## src/rtl/qc_pkg.sv

```systemverilog
// qc_pkg: shared complex amplitude type, FSM states and rounding helpers for the gate/state engine.
package qc_pkg;

  localparam int FRAC = 6;

  typedef struct packed {
    logic signed [7:0] a;
    logic signed [7:0] b;
  } complexNum;

  typedef struct packed {
    logic signed [7:0] v;
    logic              clip;
  } rnd_t;

  typedef enum logic [1:0] {IDLE, MAC, DONE} state_t;

  // 16-bit product, one guard bit for the re/im difference, N bits of row growth
  function automatic int ACC_W(input int n);
    return 17 + n;
  endfunction

  // round half toward +inf, then clip to the signed 8-bit range
  function automatic rnd_t sat_round(input logic signed [31:0] acc, input int frac);
    logic signed [31:0] r;
    rnd_t o;
    r = (acc + (32'sd1 <<< (frac - 1))) >>> frac;
    o.clip = (r > 32'sd127) || (r < -32'sd128);
    o.v = (r > 32'sd127) ? 8'sd127 : (r < -32'sd128) ? -8'sd128 : r[7:0];
    return o;
  endfunction

endpackage

```

## src/rtl/gate_state_mac_engine_complex_mac.sv

```systemverilog
// complex_mac: complex multiply of g*s added to a registered accumulator.
// acc_re/acc_im present the running sum including the current product, so a row can close in the same cycle.
module complex_mac
  import qc_pkg::*;
#(
  parameter int AW = 19
) (
  input  logic                 clk,
  input  logic                 reset,
  input  logic                 clear,
  input  logic                 enable,
  input  complexNum            g,
  input  complexNum            s,
  output logic signed [AW-1:0] acc_re,
  output logic signed [AW-1:0] acc_im
);

  logic signed [AW-1:0] acc_re_q, acc_im_q;
  logic signed [15:0]   p_aa, p_bb, p_ab, p_ba;

  assign p_aa = $signed(g.a) * $signed(s.a);
  assign p_bb = $signed(g.b) * $signed(s.b);
  assign p_ab = $signed(g.a) * $signed(s.b);
  assign p_ba = $signed(g.b) * $signed(s.a);

  assign acc_re = acc_re_q + AW'(p_aa) - AW'(p_bb);
  assign acc_im = acc_im_q + AW'(p_ab) + AW'(p_ba);

  always_ff @(posedge clk) begin
    if (!reset || clear) begin
      acc_re_q <= '0;
      acc_im_q <= '0;
    end else if (enable) begin
      acc_re_q <= acc_re;
      acc_im_q <= acc_im;
    end
  end

endmodule

```

## src/rtl/gate_state_mac_engine.sv

```systemverilog
// gate_state_mac_engine: sequential complex matrix-vector multiply out_state = gate x state.
// One gate element per cycle through a single complex MAC; results commit only in the DONE cycle.
module gate_state_mac_engine
  import qc_pkg::*;
#(
  parameter int N    = 2,
  parameter int FRAC = qc_pkg::FRAC
) (
  input  logic                                   clk,
  input  logic                                   reset,
  input  logic                                   start,
  input  complexNum [2**N-1:0]                   state_in,
  input  complexNum [2**N-1:0][2**N-1:0]         gate_in,
  output logic                                   busy,
  output logic                                   done,
  output complexNum [2**N-1:0]                   out_state,
  output logic                                   sat
);

  localparam int MAX = 2 ** N;
  localparam int AW  = ACC_W(N);
  localparam logic [N-1:0] LAST = N'(MAX - 1);

  state_t                           fsm_q;
  logic [N-1:0]                     row_q, col_q;
  complexNum [MAX-1:0]              st_q;
  complexNum [MAX-1:0][MAX-1:0]     g_q;
  complexNum [MAX-1:0]              res_q;
  logic                             sat_w_q;
  logic signed [AW-1:0]             sum_re, sum_im;
  logic                             row_end, mac_clr;
  rnd_t                             re, im;

  assign row_end = (fsm_q == MAC) && (col_q == LAST);
  assign mac_clr = ((fsm_q == IDLE) && start) || row_end;
  assign re      = sat_round(32'(sum_re), FRAC);
  assign im      = sat_round(32'(sum_im), FRAC);

  complex_mac #(.AW(AW)) u_mac (
    .clk    (clk),
    .reset  (reset),
    .clear  (mac_clr),
    .enable (fsm_q == MAC),
    .g      (g_q[row_q][col_q]),
    .s      (st_q[col_q]),
    .acc_re (sum_re),
    .acc_im (sum_im)
  );

  always_ff @(posedge clk) begin
    if (!reset) begin
      fsm_q     <= IDLE;
      row_q     <= '0;
      col_q     <= '0;
      sat_w_q   <= 1'b0;
      res_q     <= '0;
      busy      <= 1'b0;
      done      <= 1'b0;
      sat       <= 1'b0;
      out_state <= '0;
    end else begin
      busy <= (fsm_q == MAC);
      done <= 1'b0;
      case (fsm_q)
        IDLE: if (start) begin
          st_q    <= state_in;
          g_q     <= gate_in;
          row_q   <= '0;
          col_q   <= '0;
          sat_w_q <= 1'b0;
          fsm_q   <= MAC;
        end
        MAC: if (col_q == LAST) begin
          res_q[row_q] <= '{a: re.v, b: im.v};
          sat_w_q      <= sat_w_q | re.clip | im.clip;
          col_q        <= '0;
          if (row_q == LAST) fsm_q <= DONE;
          else row_q <= row_q + 1'b1;
        end else begin
          col_q <= col_q + 1'b1;
        end
        DONE: begin
          out_state <= res_q;
          sat       <= sat_w_q;
          done      <= 1'b1;
          fsm_q     <= IDLE;
        end
        default: fsm_q <= IDLE;
      endcase
    end
  end

endmodule

```

## config.mk

```make
export PLATFORM = sky130hd
export DESIGN_NAME = gate_state_mac_engine
export DESIGN_NICKNAME = d
export VERILOG_FILES = /design/src/rtl/qc_pkg.sv /design/src/rtl/gate_state_mac_engine_complex_mac.sv /design/src/rtl/gate_state_mac_engine.sv
export SDC_FILE = /design/constraint.sdc
export NUM_CORES = 1
export LEC_CHECK = 0
export ABC_AREA = 0
export CAP_MARGIN = 20
export CORE_ASPECT_RATIO = 1.5
export CORE_MARGIN = 2
export CORE_UTILIZATION = 40
export DETAILED_ROUTE_END_ITERATION = 7
export GPL_TIMING_DRIVEN = 0
export HOLD_SLACK_MARGIN = 0.02
export PLACE_DENSITY = 0.72
export SLEW_MARGIN = 20
export SYNTH_ARGS = -nofsm -noshare
export SYNTH_HDL_FRONTEND = slang
export SYNTH_HIERARCHICAL = 1
export SYNTH_SLANG_ARGS = --single-unit
```

## constraint.sdc

```tcl
create_clock -name clk -period 19.45 [get_ports clk]
set_clock_uncertainty 0.15 [all_clocks]
set_input_delay 3.89 -clock clk [delete_from_list [all_inputs] [get_ports clk]]
set_output_delay 3.89 -clock clk [all_outputs]
set_load 0.02 [all_outputs]
```

# Yosys cells after proc, flatten, opt, wreduce, memory -nomap -nowiden
# Index checks and enable logic that the tools add are counted.
[totals]
ff_bits = 496
output_inout_bits = 67
wordCells = 137
[classes]
addsub = 8
mul = 4
order_cmp = 7
n_eq_ne = 8
muxes = 27
bitwise_logic = 2
n_reduce_logical = 16
[op_table]
columns = ["op", "count"]
rows = [
  ["binary-select mux 64 bit (select 2 bit)", 1],
  ["binary-select mux 16 bit (select 2 bit)", 2],
  ["bitwise mux 64 bit", 1],
  ["multiplier 8 x 8 -> 16 bit", 4],
  ["two-way mux 64 bit", 1],
  ["adder 19 x 16 -> 19 bit", 3],
  ["two-way mux 16 bit", 3],
  ["adder 19 x 7 -> 20 bit (second input constant)", 2],
  ["demux 16 bit (select 2 bit)", 1],
  ["two-way mux 8 bit", 4],
  ["> comparator 14 x 8 -> 1 bit (second input constant)", 2],
  ["< comparator 14 x 8 -> 1 bit (second input constant)", 2],
  ["subtractor 19 x 16 -> 19 bit", 1],
  ["two-way mux 2 bit", 7],
  ["one-hot mux 2 bit (2 select lines)", 3],
  ["AND reduction 3 bit", 3],
  ["inequality test 2 bit (second input constant)", 4],
  ["== test 2 bit (second input constant)", 3],
  ["< comparator 2 x 3 -> 1 bit (second input constant)", 2],
  ["adder 2 x 1 -> 2 bit (second input constant)", 2],
  ["logical OR 1 bit", 4],
  ["AND reduction 2 bit", 2],
  ["AND reduction 4 bit", 1],
  ["logical AND 1 bit", 3],
  ["8 further kinds", 11],
]

# Logic depth before layout (Yosys ltp)
# Gate-level depths: netlist (run 1).
[logic_depth]
ltp_word = 14
mapped_depth = 35

# Hierarchy
# The synthesis (run 1) kept the hierarchy.
[by_module_without_submodules]
columns = ["module", "instances", "cells_each", "area_each_um2", "seq_area_each_um2"]
rows = [
  ["gate_state_mac_engine", 1, 1137, 17699.5, 12371.9],
  ["complex_mac", 1, 1584, 14579.0, 760.7],
]

# Worst setup path before layout (run 1)
# OpenSTA, ideal clock, no wires.
[synth_timing]
path_type = "input port to flip-flop"
from = "in reset"
to = "reg g_q[0] (netlist bit) (enable)"
setup_ns = 1.007
arrival_ns = 17.469
required_time_ns = 18.293
slack_ns = 0.824
stages = 3
path_buffers = 1
cell_sequence = "clkbuf_1 > nand2b_1 > nor2_1"
[synth_via]
elab_chain_len = 1
[synth_lines]
columns = ["item", "line", "rtl"]
rows = [
  ["start: declaration", "gate_state_mac_engine.sv:10", "input logic reset,"],
  ["AND reduction 3 bit (no source line)", "n/a", ""],
  ["end signal: assignment", "gate_state_mac_engine.sv:67", "g_q <= gate_in;"],
  ["end: declaration", "gate_state_mac_engine.sv:27", "complexNum [MAX-1:0][MAX-1:0] g_q;"],
]
# Every way passes these cells.
# A chain may end at the register's enable or synchronous reset.

# Worst setup path after layout (run 1)
[layout_timing]
from = "reg col_q[0]"
to = "reg res_q[28] (netlist bit)"
[layout_via]
elab_chain_len = 10
elab_cells_between_ends = 16
classes_between = "add/sub (3); mul (2); order compare (2); eq/ne (1); mux (7); reduce/logical (1)"
[layout_lines]
columns = ["item", "line", "rtl"]
rows = [
  ["start: declaration", "gate_state_mac_engine.sv:25", "logic [N-1:0] row_q, col_q;"],
  ["start signal: assignment", "gate_state_mac_engine.sv:80", "col_q <= col_q + 1'b1;"],
  ["binary-select mux 16 bit (select 2 bit), on equally long branches", "gate_state_mac_engine.sv:44, gate_state_mac_engine.sv:45", ""],
  ["two-way mux 16 bit, on equally long branches", "gate_state_mac_engine.sv:44, gate_state_mac_engine.sv:45", ""],
  ["multiplier 8 x 8 -> 16 bit", "gate_state_mac_engine_complex_mac.sv:21", "assign p_aa = $signed(g.a) * $signed(s.a);"],
  ["adder 19 x 16 -> 19 bit", "gate_state_mac_engine_complex_mac.sv:26", "assign acc_re = acc_re_q + AW'(p_aa) - AW'(p_bb);"],
  ["subtractor 19 x 16 -> 19 bit (*)", "gate_state_mac_engine_complex_mac.sv:26", ""],
  ["net sum_re[15]", "gate_state_mac_engine.sv:30", "logic signed [AW-1:0] sum_re, sum_im;"],
  ["adder 19 x 7 -> 20 bit (*)", "qc_pkg.sv:27", "r = (acc + (32'sd1 <<< (frac - 1))) >>> frac;"],
  ["< comparator 14 x 8 -> 1 bit", "qc_pkg.sv:29", "o.v = (r > 32'sd127) ? 8'sd127 : (r < -32'sd128) ? -8'sd128 : r[7:0];"],
  ["two-way mux 8 bit", "qc_pkg.sv:29", ""],
  ["two-way mux 8 bit (*)", "qc_pkg.sv:29", ""],
  ["bitwise mux 64 bit (*)", "gate_state_mac_engine.sv:74", "res_q[row_q] <= '{a: re.v, b: im.v};"],
  ["end signal: indexed assignment", "gate_state_mac_engine.sv:74", ""],
  ["end: declaration", "gate_state_mac_engine.sv:28", "complexNum [MAX-1:0] res_q;"],
]
# Mark *: on every way through the listed nets, which the timed path passes. The rest lies on a longest branch. The select of a mux whose other input is x is not followed.

==> flow_summary.toml, run 1 <==
[outcome]
outcome = "finished, final reports clean"

[routing]
wl_met1_um = 28660
wl_met3_um = 5645
dr_wl_met2_um = 47080
drcViolationCount = 0
routed_wl_um = 86760
highest_layer = "met5"
ant_nets = 0
wl_per_cell_um = 20.46
vias_per_cell = 5.093
vias = 21600
drt-initial-drc-count = 1136
first_pass_iters = 5

[sta]
fin_crit_sh = 0.6148
hold_viol = 0
worst_slew_pin_slew_ps = 985.4
setup_violations = 0
hold_ws_ps = 298.8
timing.fmax_ghz = 0.08362
max_slew_margin = 0.3384
maxSlewViolCount = 0
period_needed_ps = 11960
rsz0062_at_grt = "no"

[floorplan]
die_x_um = 235.9
fp.coreArea_um2 = 79930
rows = 127
die_area_um2 = 83020
fp.dieH_um = 351.9
initial_core_util = 0.4038
ios = 390

[layout]
register_area_um2 = 13130
post-route-cell-area_um2 = 39320
drive_above_1_share = 0.06927
stdcell_count = 4241
syn2layout_area_growth_pct = 21.83
nNetsFinal = 3991
multiInputGateArea_um2 = 16860
nFillCells = 7014

[global_route]
grt_pass1_wl_um = 133500
grt_overflow_total = 0
grt_antenna_before_repair = 8
grt_max_degree = 29
grt_pass1_vias = 23520
grtUsageTotal = 0.2134

[clocking]
htree_num_levels = 2
cts_hold_buf = 0
cts_sinks = 496
cts_resized = 0
cts_tree = "yes"
cts_buffers = 44
postCtsSetupBuffers = 0
clockRootBuffer = "clkbuf_16"
clk_latency_ps = 600
clockBufferDepth = 3
clk_pin_slew_ps = 70

[worst_setup_path]
cp_num_buf_inv = 10
critPathLaunchType = "register"
critPathSlowestCell = "buf_1"
critPathMaxFanout = 10
required_ps = 19750
cpPeakStageDelay_ps = 790
worst-setup-path-type = "register to register"
crit_arrival_ps = 12260
critPathTopFamily = "adder cells"
critPathCaptureType = "register"

[synth]
syn_area_um2 = 32270
netlist_instances = 2720
synth_nets = 3540
ys_warn_count = 6
post_synth.cell_area_avg_um2 = 11.87

[placed_design]
place_congestion = 0.8976
placed_area_um2 = 37800
dp_hpwl_um = 70780
io_buffers = 389
dp.cells = 4155

[min_path]
min_path_type = "register to register"

[job]
max-cap-violations = 0
==> flip-flops by register name, indices dropped and copies added (netlist names) <==
register and count:
fsm_q 2, col_q 2, sat_w_q 1, row_q 2, busy 1, done 1
u_mac/acc_re_q 19, sat 1, out_state 64, g_q 256, st_q 64, u_mac/acc_im_q 19
res_q 64
==> layer usage <==
metal,vias to the layer above,global-route usage
li1,9810,-
met1,10690,0.2186
met2,822,0.4072
met3,275,0.03757
met4,6,0.1213
met5,-,0
==> worst paths after layout <==
| kind | from | cells after the start | slack (ps) | endpoint |
|---|---|---|---|---|
| max | col_q[0] | 32 | 7490 | res_q[28] |
| min reg2reg | res_q[46] | 2 | 300 | res_q[46] |
| max reg2reg | col_q[0] | 32 | 7490 | res_q[28] |
| min | res_q[46] | 2 | 300 | res_q[46] |
==> stage by stage <==
stage | util | worst slack [ps] | setup TNS, ps
2_1_floorplan | - | 823.9 | 0
3_3_place_gp | 0.4687 | -4922 | -1548990
3_5_place_dp | 0.4730 | 7449 | 0
4_1_cts | 0.4915 | 7414 | 0
5_1_grt | 0.4919 | 6855 | 0
6_report | 0.4919 | 7491 | 0
==> cell usage in the layout, fill, tap and decap left out, types with 7 or more instances in the layout <==
cell type / count
and2_1: 124
nand3_1: 18
dfxtp_1: 176
fa_1: 345
a31oi_1: 27
a21oi_1: 28
buf_16: 8
edfxtp_1: 320
inv_1: 496
ha_1: 152
o21bai_1: 10
o21ai_0: 55
a21o_1: 10
xnor2_1: 44
o21ai_1: 29
clkbuf_1: 97
clkdlybuf4s50_1: 389
nor2b_1: 14
o21a_1: 11
nand2b_1: 17
nor3_1: 16
nand4_1: 8
xor2_1: 15
nor2_1: 86
a21boi_0: 74
buf_1: 7
clkbuf_16: 45
mux4_2: 96
buf_2: 9
mux2i_1: 28
nand2_1: 322
and3_1: 11
==> layout make-up <==
type	instances	share of cell area
antenna	4	0.0002546
buffer	109	0.01076
clock buffer	54	0.03026
clock inverter	26	0.007446
inverter	497	0.04744
multi-input combinational	1618	0.4289
sequential	496	0.3340
tap	1032	0.03284
timing repair buffer	405	0.1081
==> worst register-to-register path, delay by kind of cell (launching register included) <==
family | cells | cell delay, ps
compound gates | 8 | 2190
simple gates | 5 | 1580
xor+xnor | 1 | 450
flops | 1 | 500
mux | 1 | 550
buf+inv | 10 | 3200
fa+ha+maj | 7 | 3210
Power of run 1 is not shown: default switching activity piles up to over one toggle a cycle in this logic, so the estimate is an artifact.
==> run 2, diff against run 1 <==
--- a/config.mk
+++ b/config.mk
@@ -13,7 +13,7 @@
 export DETAILED_ROUTE_END_ITERATION = 7
 export GPL_TIMING_DRIVEN = 0
 export HOLD_SLACK_MARGIN = 0.02
-export PLACE_DENSITY = 0.72
+export PLACE_DENSITY = 0.7
 export SLEW_MARGIN = 20
 export SYNTH_ARGS = -nofsm -noshare
 export SYNTH_HDL_FRONTEND = slang
==> constraint.sdc (replaced) <==
create_clock -name clk -period 12.25 [get_ports clk]
set_clock_uncertainty 0.15 [all_clocks]
set_input_delay 2.45 -clock clk [delete_from_list [all_inputs] [get_ports clk]]
set_output_delay 2.45 -clock clk [all_outputs]
set_load 0.02 [all_outputs]
==> flow_summary.toml, run 2 (same netlist as run 1, synthesis figures left out) <==
[worst_setup_path]
crit_arrival_ps = 11960
ff2ff_setup_slack_ps = 610
critPathCaptureType = "register"
regToRegEndpoint = "res_q[43]"
critPathMaxFanout = 10
critPathSlowestCell = "clkbuf_1"
required_ps = 12570
cpPeakStageDelay_ps = 690
critPathLaunchType = "register"
rr_worst_depth = 32
worst-setup-path-type = "register to register"
r2r_start = "row_q[1]"

[clocking]
clk_pin_slew_ps = 70
cts_buffers = 46
clockRootBuffer = "clkbuf_16"
htree_num_levels = 2
clk_latency_ps = 610
clockBufferDepth = 3
cts_sinks = 496
cts_hold_buf = 0
postCtsSetupBuffers = 0
cts_tree = "yes"

[layout]
most-common-layout-cells = "inv_1, clkdlybuf4s50_1, fa_1"
nNetsFinal = 3990
syn2layout_area_growth_pct = 21.98
nFillCells = 7011
largest_reg_flops = 256
largest-register = "g_q"
post-route-cell-area_um2 = 39370
drive_above_1_share = 0.07083
mostFrequentLayoutCell = "inv_1"

[job]
max-cap-violations = 0

[sta]
fin_crit_sh = 0.9502
hold_viol = 0
period_needed_ps = 11640
hold_ws_ps = 301.5
setup_violations = 0
timing.fmax_ghz = 0.08591
max_slew_margin = 0.2313
fin_ws_ps = 610.2
maxSlewViolCount = 0
worst_slew_pin_slew_ps = 1145
finalSetupTns_ps = 0

[global_route]
grt_pass1_wl_um = 134300
grtUsageTotal = 0.2153
grt_pass1_vias = 23660
grt_max_degree = 31
grt_overflow_total = 0
grt_antenna_before_repair = 12

[routing]
first_pass_iters = 5
drcViolationCount = 0
routed_wl_um = 87210
vias_per_cell = 5.118
ant_nets = 0
drt-initial-drc-count = 1083
vias = 21720
wl_per_cell_um = 20.55

[floorplan]
fp.coreArea_um2 = 79930
die_area_um2 = 83020
ios = 390
rows = 127
fp.dieH_um = 351.9
initial_core_util = 0.4038
die_x_um = 235.9

[placed_design]
place_congestion = 0.9090
io_buffers = 389
placed_area_um2 = 37780
dp_hpwl_um = 70990
dp_slack_ps = 244.7

[min_path]
min_path_type = "register to register"
hold_path.startpoint = "res_q[42]"
min_to = "res_q[42]"
hold_path_depth = 2

[outcome]
outcome = "finished, final reports clean"
[run 2: cell count changes in the layout (fill, tap and decap cells not counted), sizes merged]
cell,before,now
clkbuf,147,154
diode,4,7
clkinv,12,8
clkinvlp,2,9
buf,32,28
inv,505,499
[run 2: critical path, delay by kind of cell (launching register included)]
kind / cells / cell delay, ps
compound gates: 8 / 2260
fa+ha+maj: 7 / 3410
mux: 2 / 1060
flops: 1 / 460
buf+inv: 9 / 2160
simple gates: 5 / 1570
xor+xnor: 1 / 400
[run 2: cell type report]
class,count,area [µm²],area share
repair buffers,402,4199,0.1067
plain buffers,109,427.9,0.01087
inverters,497,1866,0.04739
clock inverters,23,290.3,0.007373
multi-input cells,1618,16870,0.4285
well taps,1032,1291,0.03280
flip-flops and latches,496,13130,0.3336
diodes,7,17.52,0.0004449
clock buffers,60,1275,0.03239
[run 2: how the worst max path moves through the flow]
| stage | startpoint | slack, ps | depth (start not counted) | end |
|---|---|---|---|---|
| after floorplan | reset | 490 | 3 | g_q[0] |
| after global placement | reset | -3520 | 4 | st_q[10] |
| after detailed placement | col_q[0] | 240 | 32 | res_q[24] |
| after CTS | col_q[0] | 220 | 32 | res_q[40] |
| after global routing | col_q[0] | -0.6 | 32 | res_q[27] |
| final | row_q[1] | 610 | 32 | res_q[43] |
[run 2: stage by stage]
stage | instances | util
finish | 4244 | 0.4926
global route | 4243 | 0.4925
CTS | 4237 | 0.4922
detailed placement | 4154 | 0.4726
global placement | 4141 | 0.4687
floorplan | 2720 | -
[run 2: repair_timing]
action,in CTS,in global routing
setup endpoints to repair,0,28
resized for setup,0,6
hold endpoints to repair,0,0
[run 2: routing by layer]
| metal | share of wire | global-route usage |
|---|---|---|
| met2 | 0.54 | 0.4117 |
| met4 | 0.060 | 0.1235 |
| met5 | 0.00042 | 0 |
| met1 | 0.34 | 0.2191 |
| met3 | 0.060 | 0.03843 |
Power of run 2 is left out for the same reason.
